File: src/rtl/reg_port_arbiter_if.sv
// Requester ports A and B plus the shared register-file port, bundled for the arbiter.
interface reg_port_arbiter_if #(
   parameter int ADDR_W = 8,
   parameter int DATA_W = 8
);
   logic              a_req;
   logic              a_we;
   logic [ADDR_W-1:0] a_addr;
   logic [DATA_W-1:0] a_wdata;
   logic              a_ack;
   logic [DATA_W-1:0] a_rdata;
   logic              a_err;

   logic              b_req;
   logic              b_we;
   logic [ADDR_W-1:0] b_addr;
   logic [DATA_W-1:0] b_wdata;
   logic              b_ack;
   logic [DATA_W-1:0] b_rdata;
   logic              b_err;

   logic [ADDR_W-1:0] rf_addr;
   logic [DATA_W-1:0] rf_wdata;
   logic              rf_we;
   logic [DATA_W-1:0] rf_rdata;

   modport slave (
      input  a_req, a_we, a_addr, a_wdata,
      output a_ack, a_rdata, a_err,
      input  b_req, b_we, b_addr, b_wdata,
      output b_ack, b_rdata, b_err,
      output rf_addr, rf_wdata, rf_we,
      input  rf_rdata
   );

   modport master (
      output a_req, a_we, a_addr, a_wdata,
      input  a_ack, a_rdata, a_err,
      output b_req, b_we, b_addr, b_wdata,
      input  b_ack, b_rdata, b_err,
      input  rf_addr, rf_wdata, rf_we,
      output rf_rdata
   );
endinterface

File: src/rtl/reg_port_arbiter.sv
// Two-port arbiter serialising accesses onto one registered-read register-file port.
// Handshake: x_req/x_we/x_addr/x_wdata are held stable until the one-cycle x_ack, which completes the access.
module reg_port_arbiter #(
   parameter int ADDR_W   = 8,
   parameter int DATA_W   = 8,
   parameter int NUM_REGS = 6,
   parameter int PRIO_A   = 0
) (
   input  logic              clk,
   input  logic              rst_n,
   reg_port_arbiter_if.slave bus,
   output logic [1:0]        state_o
);
   typedef enum logic [1:0] {
      ST_IDLE  = 2'd0,
      ST_ISSUE = 2'd1,
      ST_WAIT  = 2'd2,
      ST_RESP  = 2'd3
   } state_t;

   localparam logic [ADDR_W:0] NUM_REGS_W = (ADDR_W+1)'(NUM_REGS);

   state_t            state_q;
   logic              gnt_b_q;
   logic              last_b_q;
   logic              we_q;
   logic [ADDR_W-1:0] rf_addr_q;
   logic [DATA_W-1:0] rf_wdata_q;
   logic              rf_we_q;
   logic              a_ack_q;
   logic [DATA_W-1:0] a_rdata_q;
   logic              a_err_q;
   logic              b_ack_q;
   logic [DATA_W-1:0] b_rdata_q;
   logic              b_err_q;

   logic              pick_b_d;
   logic              sel_we_d;
   logic [ADDR_W-1:0] sel_addr_d;
   logic [DATA_W-1:0] sel_wdata_d;
   logic              sel_in_range_d;
   logic              rf_in_range_d;
   logic [DATA_W-1:0] cap_rdata_d;

   always_comb begin
      // On a tie, round-robin hands the grant to whichever port did not win last time.
      if (PRIO_A != 0) pick_b_d = bus.b_req & ~bus.a_req;
      else             pick_b_d = bus.b_req & (~bus.a_req | ~last_b_q);
      sel_we_d       = pick_b_d ? bus.b_we    : bus.a_we;
      sel_addr_d     = pick_b_d ? bus.b_addr  : bus.a_addr;
      sel_wdata_d    = pick_b_d ? bus.b_wdata : bus.a_wdata;
      sel_in_range_d = ({1'b0, sel_addr_d} < NUM_REGS_W);
      rf_in_range_d  = ({1'b0, rf_addr_q} < NUM_REGS_W);
      cap_rdata_d    = (we_q | ~rf_in_range_d) ? '0 : bus.rf_rdata;
   end

   always_ff @(posedge clk or negedge rst_n) begin
      if (!rst_n) begin
         state_q    <= ST_IDLE;
         gnt_b_q    <= 1'b0;
         last_b_q   <= 1'b1;
         we_q       <= 1'b0;
         rf_addr_q  <= '0;
         rf_wdata_q <= '0;
         rf_we_q    <= 1'b0;
         a_ack_q    <= 1'b0;
         a_rdata_q  <= '0;
         a_err_q    <= 1'b0;
         b_ack_q    <= 1'b0;
         b_rdata_q  <= '0;
         b_err_q    <= 1'b0;
      end else begin
         rf_we_q <= 1'b0;
         a_ack_q <= 1'b0;
         b_ack_q <= 1'b0;
         case (state_q)
            ST_IDLE: begin
               if (bus.a_req | bus.b_req) begin
                  gnt_b_q    <= pick_b_d;
                  last_b_q   <= pick_b_d;
                  we_q       <= sel_we_d;
                  rf_addr_q  <= sel_addr_d;
                  rf_wdata_q <= sel_wdata_d;
                  rf_we_q    <= sel_we_d & sel_in_range_d;
                  state_q    <= ST_ISSUE;
               end
            end
            ST_ISSUE: state_q <= ST_WAIT;
            ST_WAIT: begin
               // Registered read data for rf_addr_q is valid during this cycle.
               if (gnt_b_q) begin
                  b_ack_q   <= 1'b1;
                  b_rdata_q <= cap_rdata_d;
                  b_err_q   <= ~rf_in_range_d;
               end else begin
                  a_ack_q   <= 1'b1;
                  a_rdata_q <= cap_rdata_d;
                  a_err_q   <= ~rf_in_range_d;
               end
               state_q <= ST_RESP;
            end
            ST_RESP: state_q <= ST_IDLE;
            default: state_q <= ST_IDLE;
         endcase
      end
   end

   assign bus.rf_addr  = rf_addr_q;
   assign bus.rf_wdata = rf_wdata_q;
   assign bus.rf_we    = rf_we_q;
   assign bus.a_ack    = a_ack_q;
   assign bus.a_rdata  = a_rdata_q;
   assign bus.a_err    = a_err_q;
   assign bus.b_ack    = b_ack_q;
   assign bus.b_rdata  = b_rdata_q;
   assign bus.b_err    = b_err_q;
   assign state_o      = state_q;
endmodule

File: src/flat_wrapper.sv
// flat-port wrapper written by rule: the top's interface ports become plain ports
module reg_port_arbiter_flat 
#(
   parameter int ADDR_W   = 8,
   parameter int DATA_W   = 8,
   parameter int NUM_REGS = 6,
   parameter int PRIO_A   = 0
)
  (clk, rst_n, state_o, bus_a_req, bus_a_we, bus_a_addr, bus_a_wdata, bus_a_ack, bus_a_rdata, bus_a_err, bus_b_req, bus_b_we, bus_b_addr, bus_b_wdata, bus_b_ack, bus_b_rdata, bus_b_err, bus_rf_addr, bus_rf_wdata, bus_rf_we, bus_rf_rdata);
  reg_port_arbiter_if #(.ADDR_W(ADDR_W), .DATA_W(DATA_W)) bus_i ();
  input  logic clk;
  input  logic rst_n;
  output logic [1:0] state_o;
  input wire logic [$bits(bus_i.a_req)-1:0] bus_a_req;
  input wire logic [$bits(bus_i.a_we)-1:0] bus_a_we;
  input wire logic [$bits(bus_i.a_addr)-1:0] bus_a_addr;
  input wire logic [$bits(bus_i.a_wdata)-1:0] bus_a_wdata;
  output wire logic [$bits(bus_i.a_ack)-1:0] bus_a_ack;
  output wire logic [$bits(bus_i.a_rdata)-1:0] bus_a_rdata;
  output wire logic [$bits(bus_i.a_err)-1:0] bus_a_err;
  input wire logic [$bits(bus_i.b_req)-1:0] bus_b_req;
  input wire logic [$bits(bus_i.b_we)-1:0] bus_b_we;
  input wire logic [$bits(bus_i.b_addr)-1:0] bus_b_addr;
  input wire logic [$bits(bus_i.b_wdata)-1:0] bus_b_wdata;
  output wire logic [$bits(bus_i.b_ack)-1:0] bus_b_ack;
  output wire logic [$bits(bus_i.b_rdata)-1:0] bus_b_rdata;
  output wire logic [$bits(bus_i.b_err)-1:0] bus_b_err;
  output wire logic [$bits(bus_i.rf_addr)-1:0] bus_rf_addr;
  output wire logic [$bits(bus_i.rf_wdata)-1:0] bus_rf_wdata;
  output wire logic [$bits(bus_i.rf_we)-1:0] bus_rf_we;
  input wire logic [$bits(bus_i.rf_rdata)-1:0] bus_rf_rdata;
  assign bus_i.a_req = bus_a_req;
  assign bus_i.a_we = bus_a_we;
  assign bus_i.a_addr = bus_a_addr;
  assign bus_i.a_wdata = bus_a_wdata;
  assign bus_a_ack = bus_i.a_ack;
  assign bus_a_rdata = bus_i.a_rdata;
  assign bus_a_err = bus_i.a_err;
  assign bus_i.b_req = bus_b_req;
  assign bus_i.b_we = bus_b_we;
  assign bus_i.b_addr = bus_b_addr;
  assign bus_i.b_wdata = bus_b_wdata;
  assign bus_b_ack = bus_i.b_ack;
  assign bus_b_rdata = bus_i.b_rdata;
  assign bus_b_err = bus_i.b_err;
  assign bus_rf_addr = bus_i.rf_addr;
  assign bus_rf_wdata = bus_i.rf_wdata;
  assign bus_rf_we = bus_i.rf_we;
  assign bus_i.rf_rdata = bus_rf_rdata;
  reg_port_arbiter #(.ADDR_W(ADDR_W), .DATA_W(DATA_W), .NUM_REGS(NUM_REGS), .PRIO_A(PRIO_A)) u_core (.clk(clk), .rst_n(rst_n), .bus(bus_i), .state_o(state_o));
endmodule
File: config.mk
export PLATFORM = sky130hd
export DESIGN_NAME = reg_port_arbiter_flat
export DESIGN_NICKNAME = d
export VERILOG_FILES = /design/src/rtl/reg_port_arbiter_if.sv /design/src/rtl/reg_port_arbiter.sv /design/src/flat_wrapper.sv
export SDC_FILE = /design/constraint.sdc
export NUM_CORES = 1
export LEC_CHECK = 0
export ABC_AREA = 1
export BUFFER_PORTS_ARGS = -buffer_cell sky130_fd_sc_hd__buf_2
export CAP_MARGIN = 5
export CORE_UTILIZATION = 41
export DETAILED_ROUTE_END_ITERATION = 7
export PLACE_DENSITY = 0.76
export SLEW_MARGIN = 20
export SYNTH_ARGS = -nofsm -noshare
export SYNTH_HDL_FRONTEND = slang
export SYNTH_SLANG_ARGS = --single-unit
File: constraint.sdc
create_clock -name clk -period 1.3 [get_ports clk]
set_clock_uncertainty 0.15 [all_clocks]
set_input_delay 0.26 -clock clk [delete_from_list [all_inputs] [get_ports clk]]
set_output_delay 0.26 -clock clk [all_outputs]
set_load 0.02 [all_outputs]
==> flow_summary_export.csv <==
group,metric,value,unit
outcome,status,"finished, violations left",
outcome,violations,"negative setup slack",
route,drt-total-wl,5.488,mm
worst_setup_path,cp.required,1.37,ns
power,p_comb_frac,0.557,
route,drtAntennaViolNets,0,
floorplan,die_area,4733,um2
worst_setup_path,cp_max_fo,8,
clock_network,cts_root_buf,"clkbuf_8",
worst_hold_path,min_path_type,"in -> reg",
run,maxCapViolCount,0,
floorplan,start_util,0.4414,
worst_setup_path,arrival,1.55,ns
timing,final.setup.tns,-4.535,ns
power,pwr-share-clk,0.144,
timing,tightest_slew,0.3646,ns
timing,max_freq,675.5,MHz
final_layout,multi_input_area,820.8,um2
clock_network,cts_buffer_depth,2,
global_routing,grt_pass1_vias,1645,
timing,hold_viol,0,
logic_synthesis,yosysTopAreaCellShare,0.5609,
logic_synthesis,synth.distinct_cells,22,
placed_design,dp_hpwl,3.467,mm
logic_synthesis,synth-seq-area-share,0.5752,
clock_network,cts_num_sinks,42,
worst_setup_path,r2r_slack,-0.18,ns
final_layout,fillCellCount,322,
worst_setup_path,path_cells,"inv_2, ha_4, inv_2, nor2_4, buf_6, buf_8, o21ai_1, o21ai_1",
power,total_power,7012,uW
power,vdd_drop_max,1275,uV
logic_synthesis,syn_avg_cell_area,8.837,um2
logic_synthesis,synthSimpleGateAreaFrac,0.2038,
final_layout,nNetsFinal,384,
clock_network,clock_latency,0.29,ns
timing,min_period_over_period,1.139,
logic_synthesis,yosys-top-cells-area,"dfrtp_1 56%, nand2_1 11%, o21ai_0 10%",
final_layout,stdcell_count,387,
floorplan,die_x,68.80,um
timing,min_period,1.480,ns
timing,relSlewSlack,0.7554,
floorplan,rows,23,
logic_synthesis,synthMuxAreaShare,0,
clock_network,cts_buffers,5,
logic_synthesis,synth_cells,207,
route,wl_per_cell,14.18,um
timing,slew_viol_final,0,
logic_synthesis,yosysTopAreaCell,"dfrtp_1",
global_routing,grt_pass1_wl,7.548,mm
logic_synthesis,synth_top_family_by_area,"simple AND/OR/NAND/NOR gates",
power,p_leak,0.001585,uW
logic_synthesis,synthesis.area,1829,um2
logic_synthesis,synth_xor_area_frac,0,
worst_setup_path,crit_type,"reg -> reg",
worst_setup_path,max_stage_delay,0.43,ns
route,drt_drc_violations_left,0,
placed_design,placed_cells,360,
placed_design,port_buffers,84,
power,power.internal,4263,uW
logic_synthesis,ys.warnings.count,0,
floorplan,fp.dieH,68.80,um
logic_synthesis,synth_compound_area_frac,0.1498,
worst_setup_path,crit_path_end_kind,"flip-flop",
power,p_sw_frac,0.3921,
global_routing,antenna_found_initial,0,
placed_design,pre_cts_ws,-0.1703,ns
worst_setup_path,startpoint_type,"flip-flop",
final_layout,syn_to_final_growth,68.06,%
global_routing,grt_usage,0.2242,
placed_design,place.gp.congestion,0.7912,
logic_synthesis,synthAdderAreaFrac,0.01368,
worst_setup_path,slowest_stage,"dfrtp_2",
final_layout,drive_gt1_frac,0.5104,
timing,holdWs,0.07004,ns
logic_synthesis,synth-seq-cells,42,
final_layout,antenna_cells,0,
clock_network,h-tree-depth,2,
power,p_per_area,2281,nW/um2
global_routing,overflow,0,
floorplan,core_area,4144,um2
timing,layout_setup_ws,-0.1805,ns
logic_synthesis,synth_nets,255,
clock_network,cts_tree,"yes",
floorplan,io_pins,85,
final_layout,seq_area,1055,um2
power,pwr-share-seq,0.298,
route,drtPass1Iterations,4,
timing,setup_viol,47,
route,vias_per_cell,4.977,
global_routing,grt_max_degree,20,
power,power.switching,2750,uW
route,vias,1926,
route,drtIter0Drc,87,
timing,rsz0062_at_grt,"yes",
clock_network,clkTransAtPathRegs,0.08,ns
registers in the layout, summed over array words and instances, names as in the netlist:
register,cells
u_core.bus.a_ack,1
u_core.bus.a_err,1
u_core.bus.a_rdata,8
u_core.bus.b_ack,1
u_core.bus.b_err,1
u_core.bus.b_rdata,8
u_core.bus.rf_addr,8
u_core.bus.rf_wdata,8
u_core.bus.rf_we,1
u_core.gnt_b_q,1
u_core.last_b_q,1
u_core.state_o,2
u_core.we_q,1
cell usage after synthesis (all sizes together):
cell type,n
a21oi,1
buf,7
ha,2
clkinv,1
o22ai,1
clkbuf,1
dfrtp,41
nor2,21
a31oi,4
nand2,53
nand3,15
inv,12
o21ai,46
a21o,1
dfstp,1
logic make-up after synthesis:
family / after synthesis
AND/OR/NAND/NOR: 89
AO/OA/AOI/OAI: 53
flip-flops: 42
buffers and inverters: 21
adder cells (fa/ha/maj): 2
repair_timing:
action	4_1_cts	5_1_grt
gates cloned	1	4
buffers inserted	6	8
hold endpoints to repair	11	0
hold buffers	1	0
setup endpoints to repair	47	51
resized for setup	42	57
pin swaps	6	14
routing by layer:
metal,global-route usage,part of all wire
met5,0,0
met4,0.09949,0.015
met3,0.06086,0.073
met2,0.3811,0.51
met1,0.2642,0.40
per-stage QoR:
| step | utilization | instance area [um2] |
|---|---|---|
| global route | 0.7418 | 3074 |
| finish | 0.7418 | 3074 |
| CTS | 0.6727 | 2788 |
| floorplan | - | 1866 |
| global placement | 0.6072 | 2516 |
| detailed placement | 0.6072 | 2516 |
cells in the final DEF, fill, tap and decap left out, types with 2 or more instances in the layout:
master     Yosys  final
a31oi_1        4      4
buf_12         0      3
buf_2          3     73
buf_4          2     24
buf_6          2     24
clkbuf_1       1      2
clkbuf_16      0      3
clkbuf_8       0      5
dfrtp_1       41     39
dfrtp_2        0      2
ha_4           0      2
inv_1         10      7
inv_2          2      3
inv_4          0      2
nand2_1       52     45
nand2_2        1      4
nand2_4        0      3
nand3_1       15     10
nand3_2        0      5
nor2_1        18     16
nor2_2         1      3
nor2_4         2      3
o21ai_1        8     38
o21ai_2        0      7
layout make-up:
class	instances	area share
inverter	13	0.01750
tap	50	0.02035
timing repair buffer	129	0.3175
clock inverter	1	0.009768
sequential	42	0.3431
clock buffer	7	0.02483
multi-input combinational	145	0.2670
power by group through the flow:
stage / sequential [uW] / clock [uW] / combinational [uW]
after detailed placement: 2040 / 0 / 2750
after global placement: 2020 / 0 / 2670
after CTS: 2050 / 1030 / 3210
after floorplan: 2540 / 0 / 1110
after global routing: 2140 / 1090 / 4230
final: 2090 / 1010 / 3910
path summary, 6_finish.rpt:
path | to | cells after the start | from
worst max-delay path | u_core.bus.rf_wdata[7] | 8 | u_core.state_o[1]
worst min-delay path | u_core.bus.rf_wdata[2] | 3 | bus_b_wdata[2]
worst max register to register | u_core.bus.rf_wdata[7] | 8 | u_core.state_o[1]
min in group asynchronous | u_core.we_q | 2 | rst_n
worst min register to register | u_core.last_b_q | 2 | u_core.last_b_q
max in group asynchronous | u_core.bus.b_rdata[3] | 3 | rst_n
critical path, delay by kind of cell, from the launching register on:
family | cells | cell delay, ns
compound gates | 2 | 0.19
simple gates | 1 | 0.12
fa+ha+maj | 1 | 0.13
flops | 1 | 0.43
buf+inv | 4 | 0.37
Power figures use the tool's default switching activity.
